[src/rtl/mdio_peripheral_c22_pkg.sv]
// mdio_pkg: shared types and constants for the Clause-22 MDIO peripheral.
package mdio_pkg;
   typedef enum logic [3:0] {
      PREAMBLE, START, OPCODE, PHYAD, REGAD, TA, WDATA, RDATA, SKIP
   } mdio_state_e;

   localparam logic [1:0] OP_READ  = 2'b10;
   localparam logic [1:0] OP_WRITE = 2'b01;
   localparam logic [1:0] ST       = 2'b01;
   localparam logic [1:0] TA_WRITE = 2'b10;

   localparam int PHYAD_W = 5;
   localparam int REGAD_W = 5;
   localparam int DATA_W  = 16;

   // Preamble counter ceiling and bit times swallowed for a foreign PHY.
   localparam int PRE_SAT   = 32;
   localparam int SKIP_BITS = 18;
endpackage

[src/rtl/mdio_peripheral_c22_if.sv]
// Serial MDIO lines plus PHY register-file port, grouped for the peripheral.
interface mdio_peripheral_c22_if;
   import mdio_pkg::*;

   logic               MDIO_OE;
   logic               MDIO_OUT;
   logic               MDIO_IN;
   logic               MDIO_IN_OE;
   logic [DATA_W-1:0]  RD_DATA;
   logic [REGAD_W-1:0] ADDR;
   logic [DATA_W-1:0]  WR_DATA;
   logic               WR_STB;
   logic               RD_STB;
   logic               MDIO_DONE;
   logic               FRAME_ERR;

   // Peripheral side.
   modport slave (
      input  MDIO_OE, MDIO_OUT, RD_DATA,
      output MDIO_IN, MDIO_IN_OE, ADDR, WR_DATA, WR_STB, RD_STB, MDIO_DONE, FRAME_ERR
   );

   // Controller / register-file side.
   modport master (
      output MDIO_OE, MDIO_OUT, RD_DATA,
      input  MDIO_IN, MDIO_IN_OE, ADDR, WR_DATA, WR_STB, RD_STB, MDIO_DONE, FRAME_ERR
   );
endinterface

[src/rtl/mdio_peripheral_c22_shift16.sv]
// mdio_shift16: 16-bit shifter, parallel load for read data, serial-in for write data.
module mdio_shift16
   import mdio_pkg::*;
(
   input  logic              clk_i,
   input  logic              rst_i,
   input  logic              load_i,
   input  logic              shift_i,
   input  logic              ser_i,
   input  logic [DATA_W-1:0] par_i,
   output logic [DATA_W-1:0] q_o
);
   logic [DATA_W-1:0] sh_q, sh_d;

   // Load wins over shift; shifting is MSB first.
   always_comb begin
      sh_d = sh_q;
      if (load_i)       sh_d = par_i;
      else if (shift_i) sh_d = {sh_q[DATA_W-2:0], ser_i};
   end

   // Shift register state.
   always_ff @(posedge clk_i) begin
      if (rst_i) sh_q <= '0;
      else       sh_q <= sh_d;
   end

   assign q_o = sh_q;
endmodule

[src/rtl/mdio_peripheral_c22.sv]
// mdio_peripheral_c22: Clause-22 MDIO target. Optional macro MDIO_BROADCAST_EN
// lets write frames addressed to PHYAD 0 hit this PHY as well.
module mdio_peripheral_c22
   import mdio_pkg::*;
#(
   parameter logic [PHYAD_W-1:0] PHY_ADDR     = 5'd1,
   parameter int                 PREAMBLE_MIN = 32
) (
   input logic                  MDC,
   input logic                  RESET,
   mdio_peripheral_c22_if.slave mdio
);
   mdio_state_e        state_q, state_d;
   logic [5:0]         pre_cnt_q, pre_cnt_d;
   logic [4:0]         bit_cnt_q, bit_cnt_d;
   logic               op_q, op_d;
   logic               rd_q, rd_d;
   logic [PHYAD_W-1:0] phyad_q, phyad_d;
   logic [REGAD_W-1:0] regad_q, regad_d, regad_nx;
   logic [REGAD_W-1:0] addr_q, addr_d;
   logic [DATA_W-1:0]  wr_data_q, wr_data_d;
   logic               wr_stb_q, wr_stb_d, rd_stb_q, rd_stb_d;
   logic               done_q, done_d, ferr_q, ferr_d;
   logic               in_q, in_d, in_oe_q, in_oe_d;
   logic               sh_load, sh_shift, phy_hit, ctrl_bit, bit_i;
   logic [DATA_W-1:0]  sh_q;

   assign bit_i = mdio.MDIO_OUT;

`ifdef MDIO_BROADCAST_EN
   // Broadcast address 0 only ever accepts writes; a read to it must stay silent.
   assign phy_hit = rd_q ? (phyad_q == PHY_ADDR && phyad_q != '0)
                         : (phyad_q == PHY_ADDR || phyad_q == '0);
`else
   assign phy_hit = (phyad_q == PHY_ADDR);
`endif

   // Bits the controller must be driving; losing MDIO_OE here aborts the frame.
   assign ctrl_bit = (state_q inside {START, OPCODE, PHYAD, REGAD, WDATA}) ||
                     (state_q == TA && !rd_q);

   mdio_shift16 u_shift (
      .clk_i   (MDC),
      .rst_i   (RESET),
      .load_i  (sh_load),
      .shift_i (sh_shift),
      .ser_i   (bit_i),
      .par_i   (mdio.RD_DATA),
      .q_o     (sh_q)
   );

   // Frame decoder: next state, counters and registered outputs.
   always_comb begin
      state_d   = state_q;
      pre_cnt_d = pre_cnt_q;
      bit_cnt_d = bit_cnt_q;
      op_d      = op_q;
      rd_d      = rd_q;
      phyad_d   = phyad_q;
      regad_d   = regad_q;
      addr_d    = addr_q;
      wr_data_d = wr_data_q;
      wr_stb_d  = 1'b0;
      rd_stb_d  = 1'b0;
      done_d    = 1'b0;
      ferr_d    = 1'b0;
      in_d      = in_q;
      in_oe_d   = in_oe_q;
      sh_load   = 1'b0;
      sh_shift  = 1'b0;
      regad_nx  = {regad_q[REGAD_W-2:0], bit_i};

      if (ctrl_bit && !mdio.MDIO_OE) begin
         ferr_d    = 1'b1;
         state_d   = PREAMBLE;
         pre_cnt_d = '0;
      end else begin
         case (state_q)
            PREAMBLE: begin
               if (!mdio.MDIO_OE) pre_cnt_d = '0;
               else if (bit_i) begin
                  if (pre_cnt_q != 6'(PRE_SAT)) pre_cnt_d = pre_cnt_q + 6'd1;
               end else begin
                  // This 0 is the first ST bit only after a long enough run of 1s.
                  if (pre_cnt_q >= 6'(PREAMBLE_MIN)) state_d = START;
                  pre_cnt_d = '0;
               end
            end
            START: begin
               if (bit_i == ST[0]) begin
                  state_d   = OPCODE;
                  bit_cnt_d = '0;
               end else begin
                  ferr_d  = 1'b1;
                  state_d = PREAMBLE;
               end
            end
            OPCODE: begin
               op_d      = bit_i;
               bit_cnt_d = bit_cnt_q + 5'd1;
               if (bit_cnt_q == 5'd1) begin
                  rd_d      = ({op_q, bit_i} == OP_READ);
                  bit_cnt_d = '0;
                  if ({op_q, bit_i} == OP_READ || {op_q, bit_i} == OP_WRITE) state_d = PHYAD;
                  else begin
                     ferr_d  = 1'b1;
                     state_d = PREAMBLE;
                  end
               end
            end
            PHYAD: begin
               phyad_d   = {phyad_q[PHYAD_W-2:0], bit_i};
               bit_cnt_d = bit_cnt_q + 5'd1;
               if (bit_cnt_q == 5'(PHYAD_W-1)) begin
                  state_d   = REGAD;
                  bit_cnt_d = '0;
               end
            end
            REGAD: begin
               regad_d   = regad_nx;
               bit_cnt_d = bit_cnt_q + 5'd1;
               if (bit_cnt_q == 5'(REGAD_W-1)) begin
                  bit_cnt_d = '0;
                  if (!phy_hit) state_d = SKIP;
                  else begin
                     state_d = TA;
                     if (rd_q) begin
                        addr_d   = regad_nx;
                        rd_stb_d = 1'b1;
                     end
                  end
               end
            end
            TA: begin
               if (rd_q) begin
                  // Register file answers one cycle after RD_STB; drive TA bit 2 as 0.
                  sh_load   = 1'b1;
                  in_oe_d   = 1'b1;
                  in_d      = 1'b0;
                  state_d   = RDATA;
                  bit_cnt_d = '0;
               end else if (bit_i != TA_WRITE[~bit_cnt_q[0]]) begin
                  ferr_d    = 1'b1;
                  state_d   = PREAMBLE;
                  pre_cnt_d = '0;
               end else begin
                  bit_cnt_d = bit_cnt_q + 5'd1;
                  if (bit_cnt_q == 5'd1) begin
                     state_d   = WDATA;
                     bit_cnt_d = '0;
                  end
               end
            end
            WDATA: begin
               sh_shift  = 1'b1;
               bit_cnt_d = bit_cnt_q + 5'd1;
               if (bit_cnt_q == 5'(DATA_W-1)) begin
                  wr_data_d = {sh_q[DATA_W-2:0], bit_i};
                  addr_d    = regad_q;
                  wr_stb_d  = 1'b1;
                  done_d    = 1'b1;
                  state_d   = PREAMBLE;
                  pre_cnt_d = '0;
               end
            end
            RDATA: begin
               bit_cnt_d = bit_cnt_q + 5'd1;
               if (bit_cnt_q == 5'(DATA_W)) begin
                  in_oe_d   = 1'b0;
                  in_d      = 1'b0;
                  done_d    = 1'b1;
                  state_d   = PREAMBLE;
                  pre_cnt_d = '0;
               end else begin
                  in_d     = sh_q[DATA_W-1];
                  sh_shift = 1'b1;
               end
            end
            SKIP: begin
               bit_cnt_d = bit_cnt_q + 5'd1;
               if (bit_cnt_q == 5'(SKIP_BITS-1)) begin
                  state_d   = PREAMBLE;
                  pre_cnt_d = '0;
               end
            end
            default: state_d = PREAMBLE;
         endcase
      end
   end

   // State and output registers.
   always_ff @(posedge MDC) begin
      if (RESET) begin
         state_q   <= PREAMBLE;
         pre_cnt_q <= '0;
         bit_cnt_q <= '0;
         op_q      <= 1'b0;
         rd_q      <= 1'b0;
         phyad_q   <= '0;
         regad_q   <= '0;
         addr_q    <= '0;
         wr_data_q <= '0;
         wr_stb_q  <= 1'b0;
         rd_stb_q  <= 1'b0;
         done_q    <= 1'b0;
         ferr_q    <= 1'b0;
         in_q      <= 1'b0;
         in_oe_q   <= 1'b0;
      end else begin
         state_q   <= state_d;
         pre_cnt_q <= pre_cnt_d;
         bit_cnt_q <= bit_cnt_d;
         op_q      <= op_d;
         rd_q      <= rd_d;
         phyad_q   <= phyad_d;
         regad_q   <= regad_d;
         addr_q    <= addr_d;
         wr_data_q <= wr_data_d;
         wr_stb_q  <= wr_stb_d;
         rd_stb_q  <= rd_stb_d;
         done_q    <= done_d;
         ferr_q    <= ferr_d;
         in_q      <= in_d;
         in_oe_q   <= in_oe_d;
      end
   end

   assign mdio.ADDR       = addr_q;
   assign mdio.WR_DATA    = wr_data_q;
   assign mdio.WR_STB     = wr_stb_q;
   assign mdio.RD_STB     = rd_stb_q;
   assign mdio.MDIO_DONE  = done_q;
   assign mdio.FRAME_ERR  = ferr_q;
   assign mdio.MDIO_IN    = in_q;
   assign mdio.MDIO_IN_OE = in_oe_q;
endmodule

[src/flat_wrapper.sv]
// flat-port wrapper written by rule: the top's interface ports become plain ports
module mdio_peripheral_c22_flat import mdio_pkg::*;
#(
   parameter logic [PHYAD_W-1:0] PHY_ADDR     = 5'd1,
   parameter int                 PREAMBLE_MIN = 32
)
  (MDC, RESET, mdio_MDIO_OE, mdio_MDIO_OUT, mdio_RD_DATA, mdio_MDIO_IN, mdio_MDIO_IN_OE, mdio_ADDR, mdio_WR_DATA, mdio_WR_STB, mdio_RD_STB, mdio_MDIO_DONE, mdio_FRAME_ERR);
  mdio_peripheral_c22_if mdio_i ();
  input logic MDC;
  input logic RESET;
  input wire logic [$bits(mdio_i.MDIO_OE)-1:0] mdio_MDIO_OE;
  input wire logic [$bits(mdio_i.MDIO_OUT)-1:0] mdio_MDIO_OUT;
  input wire logic [$bits(mdio_i.RD_DATA)-1:0] mdio_RD_DATA;
  output wire logic [$bits(mdio_i.MDIO_IN)-1:0] mdio_MDIO_IN;
  output wire logic [$bits(mdio_i.MDIO_IN_OE)-1:0] mdio_MDIO_IN_OE;
  output wire logic [$bits(mdio_i.ADDR)-1:0] mdio_ADDR;
  output wire logic [$bits(mdio_i.WR_DATA)-1:0] mdio_WR_DATA;
  output wire logic [$bits(mdio_i.WR_STB)-1:0] mdio_WR_STB;
  output wire logic [$bits(mdio_i.RD_STB)-1:0] mdio_RD_STB;
  output wire logic [$bits(mdio_i.MDIO_DONE)-1:0] mdio_MDIO_DONE;
  output wire logic [$bits(mdio_i.FRAME_ERR)-1:0] mdio_FRAME_ERR;
  assign mdio_i.MDIO_OE = mdio_MDIO_OE;
  assign mdio_i.MDIO_OUT = mdio_MDIO_OUT;
  assign mdio_i.RD_DATA = mdio_RD_DATA;
  assign mdio_MDIO_IN = mdio_i.MDIO_IN;
  assign mdio_MDIO_IN_OE = mdio_i.MDIO_IN_OE;
  assign mdio_ADDR = mdio_i.ADDR;
  assign mdio_WR_DATA = mdio_i.WR_DATA;
  assign mdio_WR_STB = mdio_i.WR_STB;
  assign mdio_RD_STB = mdio_i.RD_STB;
  assign mdio_MDIO_DONE = mdio_i.MDIO_DONE;
  assign mdio_FRAME_ERR = mdio_i.FRAME_ERR;
  mdio_peripheral_c22 #(.PHY_ADDR(PHY_ADDR), .PREAMBLE_MIN(PREAMBLE_MIN)) u_core (.MDC(MDC), .RESET(RESET), .mdio(mdio_i));
endmodule
[config.mk]
export PLATFORM = sky130hd
export DESIGN_NAME = mdio_peripheral_c22_flat
export DESIGN_NICKNAME = d
export VERILOG_FILES = /design/src/rtl/mdio_peripheral_c22_pkg.sv /design/src/rtl/mdio_peripheral_c22_if.sv /design/src/rtl/mdio_peripheral_c22_shift16.sv /design/src/rtl/mdio_peripheral_c22.sv /design/src/flat_wrapper.sv
export SDC_FILE = /design/constraint.sdc
export NUM_CORES = 1
export LEC_CHECK = 0
export BUFFER_PORTS_ARGS = -buffer_cell sky130_fd_sc_hd__buf_2
export CORE_MARGIN = 5
export CORE_UTILIZATION = 40
export CTS_CLUSTER_SIZE = 14
export DETAILED_ROUTE_END_ITERATION = 10
export PLACE_DENSITY = 0.65
export SLEW_MARGIN = 15
export SYNTH_ARGS = -nofsm -noshare
export SYNTH_HDL_FRONTEND = slang
export SYNTH_SLANG_ARGS = --single-unit
[constraint.sdc]
create_clock -name MDC -period 2.55 [get_ports MDC]
set_input_delay 0.3825 -clock MDC [delete_from_list [all_inputs] [get_ports MDC]]
set_output_delay 0.3825 -clock MDC [all_outputs]
set_load 0.01 [all_outputs]
==> metrics.md <==
| Metric | Value |
|---|---|
| Status | `finished, final reports clean` |
| Post-route ant nets | `0` |
| Achievable frequency | `454 MHz` |
| CP delay by family, top | `compound AO/OA/AOI/OAI gates` |
| Setup TNS | `0 ps` |
| Least-Margin Pin Slew | `616 ps` |
| Share of cells above drive strength 1 | `0.232` |
| Post-synthesis async set-or-reset flop share | `0` |
| WS Path Type | `flip-flop to flip-flop` |
| GR Util All Layers | `0.157` |
| Final core utilization | `0.471` |
| Clock buffer depth | `2` |
| N_diodes | `0` |
| Pleak | `1.45 nW` |
| Worst Path Buf+Inv | `1` |
| CTS tree | `yes` |
| Slew Limit Headroom | `0.584` |
| Area Overhead vs Synth | `13.8%` |
| Root buf cell | `clkbuf_8` |
| Pin count of the biggest net entering global routing | `43` |
| Mapped Area | `0.00365 mm²` |
| Fin. Hold Viols | `0` |
| Placed cell count | `550` |
| Postcts setup bufs | `0` |
| Initial core utilization | `0.414` |
| CP max stage cell | `dfxtp_1` |
| WL/cell | `15.4 µm` |
| Worst Path Required | `2790 ps` |
| Unique masters post-synth | `65` |
| Maximum fanout along the worst path | `7` |
| Share of the yosys chip area belonging to registers | `0.384` |
| Main synth FF type | `dfxtp_1` |
| HP Start | `mdio_RD_DATA[10]` |
| Clock-pin slew on the worst setup and hold paths | `80 ps` |
| RSZ-0062 raised after global routing | `no` |
| Routed WL | `8.69 mm` |
| Die area | `roughly 0.011 mm²` |
| Cts repair resizes | `0` |
| Clock period minus worst slack | `2200 ps` |
| Overall Power | `~2.1 mW` |
| Crit-path cells | `ha_1 > and3_1 > ha_1 > inv_1 > o2bb2ai_1 > a211oi_1 > nand2_1 > a21bo_2` |
| Row cnt | `34` |
| DR vias | `3140` |
| Core area | `~0.009 mm²` |
| Filler cell count | `880` |
| Violation count after the first detailed-route iteration | `207` |
| Number of global-route vias before repair | `2948` |
| Startpoint types | `flip-flop` |
| Htree depth | `3` |
| Post-synthesis register bit count | `70` |
| Detailed-route vias per instance | `5.56` |
| DIE HEIGHT | `around 110 µm` |
| P per Cell Area | `513 mW/mm²` |
| Num Clock Sinks | `70` |
| Mapped Nets | `443` |
| Area contributors post-synth | `dfxtp_1 (38%), mux2i_1 (7.1%), nand2_1 (6.4%)` |
| Non-Filler Instances | `565` |
| Number of synthesized flops with an enable pin | `0` |
| Data arrival, critical path | `2440 ps` |
| Most common cell on crit path | `ha_1` |
| Syn avg cell area | `about 9 µm²` |
| Worst-Skew Late Latency | `340 ps` |
| First-pass GRT wire length | `between 10 and 15 mm` |
| Hold_buf cts | `0` |
| Initial antenna violation count | `0` |
| Period utilisation layout | `0.864` |
| CP peak stage delay | `~460 ps` |
| Fin. max-slew vios | `0` |
| Post-route DRC violation count | `0` |
| Crit end category | `flip-flop` |
| Hpwl dp | `approximately 6.1 mm` |
| Synth top area share | `0.384` |
| Area leader, netlist | `dfxtp_1` |
| Final number of setup-violating endpoints | `0` |
| Hold Path Class | `input port to flip-flop` |
| MaxCap Viol Count | `0` |
| Port Buffers | `46` |
| Nets@finish | `480` |
| Reg2Reg Launch Point | `u_core.bit_cnt_q[0]` |
| Die width | `106 µm` |
| 1st-pass router iterations | `4` |
| Crit. Startpoint | `u_core.bit_cnt_q[0]` |
| Placer Congestion | `0.908` |
| Layout Skew | `10.1 ps` |
| Synthesis Warnings | `0` |
| VDD IR max | `0.417 mV` |
| Ports | `between 40 and 50` |
| Grt ovf | `0` |
| CTS buffer count | `9` |
| Syn Inst Count | `416` |
power by group:
| part | switching, mW | internal (mW) | leakage [nW] | total [mW] |
|---|---|---|---|---|
| sequential | 0.000680 | 1.09 | 0.564 | 1.09 |
| combinational | 0.0444 | 0.0213 | 0.781 | 0.0657 |
| clock | 0.425 | 0.545 | 0.109 | 0.970 |
per-stage QoR:
step / instance area, µm² / setup WS, ps / hold WS (ps)
final: 4150 / 347 / 388
after global routing: 4150 / 124 / 401
after CTS: 4150 / 376 / 368
after detailed placement: 3940 / 392 / 444
after global placement: 3940 / 472 / 443
after floorplan: 3650 / 658 / 445
worst reg2reg max path, delay by kind of cell (launching register included):
family / cells / cell delay, ps
AOI/OAI and AO/OA: 3 / 810
DFF: 1 / 460
adders and majority gates: 2 / 420
and+or+nand+nor: 2 / 360
buffers and inverters: 1 / 50
sequential cells by signal (all words and copies together) (netlist names):
name	cells
u_core.mdio.MDIO_IN	1
u_core.mdio.MDIO_DONE	1
u_core.regad_q	5
u_core.pre_cnt_q	6
u_core.u_shift.q_o	16
u_core.phyad_q	5
u_core.rd_q	1
u_core.mdio.MDIO_IN_OE	1
u_core.mdio.ADDR	5
u_core.mdio.WR_DATA	16
u_core.mdio.FRAME_ERR	1
u_core.mdio.WR_STB	1
u_core.mdio.RD_STB	1
u_core.bit_cnt_q	5
u_core.state_q	4
u_core.op_q	1
area by class of cell:
| cell class | instances | area, µm² | share of cell area |
|---|---|---|---|
| clock buffer | 9 | 124 | 0.0298 |
| clock inverter | 6 | 87.6 | 0.0211 |
| inverter | 11 | 41.3 | 0.00995 |
| multi-input combinational | 306 | 2050 | 0.494 |
| sequential | 70 | 1400 | 0.338 |
| tap | 108 | 135 | 0.0326 |
| timing repair buffer | 55 | 310 | 0.0748 |
final timing paths:
kind	endpoint	slack [ps]	cells past startpoint
max	u_core.state_q[2]	350	8
min	u_core.u_shift.q_o[10]	390	3
max reg2reg	u_core.state_q[2]	350	8
min reg2reg	u_core.mdio.WR_DATA[8]	450	2
placed cells by master (no fill, tap or decap), types with 7 or more instances in the layout:
master and count:
o21ai_0 12, buf_2 46, clkbuf_8 9, nand2_1 62, ha_1 7, dfxtp_1 70
buf_4 8, nor2_1 42, inv_1 11, a21oi_1 35, mux2i_1 26, a211oi_2 14
nand3_1 10, nand2b_1 7
synth_stat cells (2+ instances only):
cell / count
dfxtp_1: 70
nand2_1: 62
nor2_1: 42
a21oi_1: 35
mux2i_1: 26
a211oi_2: 14
clkbuf_1: 13
o21ai_0: 12
inv_1: 11
nand3_1: 10
buf_2: 9
ha_1: 7
nand2b_1: 7
a211oi_1: 5
a311oi_1: 5
nand4_1: 5
o211ai_1: 5
nand4b_1: 4
or2_2: 4
and3_1: 3
buf_4: 3
buf_6: 3
nand3b_1: 3
nor4b_1: 3
nor4bb_1: 3
o22ai_1: 3
o31ai_1: 3
o32ai_1: 3
or3_1: 3
a31oi_1: 2
nand4bb_1: 2
nor2b_1: 2
nor4_1: 2
logic make-up after synthesis:
| kind of cell | Yosys count | synth area share |
|---|---|---|
| xor gates and xnor gates | 1 | 0.00240 |
| muxes | 26 | 0.0713 |
| and+or+nand+nor | 170 | 0.246 |
| buffers and inverters | 40 | 0.0538 |
| DFF | 70 | 0.384 |
| adders and majority gates | 7 | 0.0240 |
| AOI/OAI and AO/OA | 102 | 0.219 |
per-layer routing:
| metal | global-route usage | vias to the layer above | share of wire |
|---|---|---|---|
| met5 | 0 | - | 0 |
| met4 | 0.0564 | 0 | 0.012 |
| met3 | 0.0324 | 7 | 0.043 |
| met2 | 0.247 | 62 | 0.48 |
| met1 | 0.213 | 1506 | 0.47 |
| li1 | - | 1565 | - |
Power figures use the tool's default switching activity.
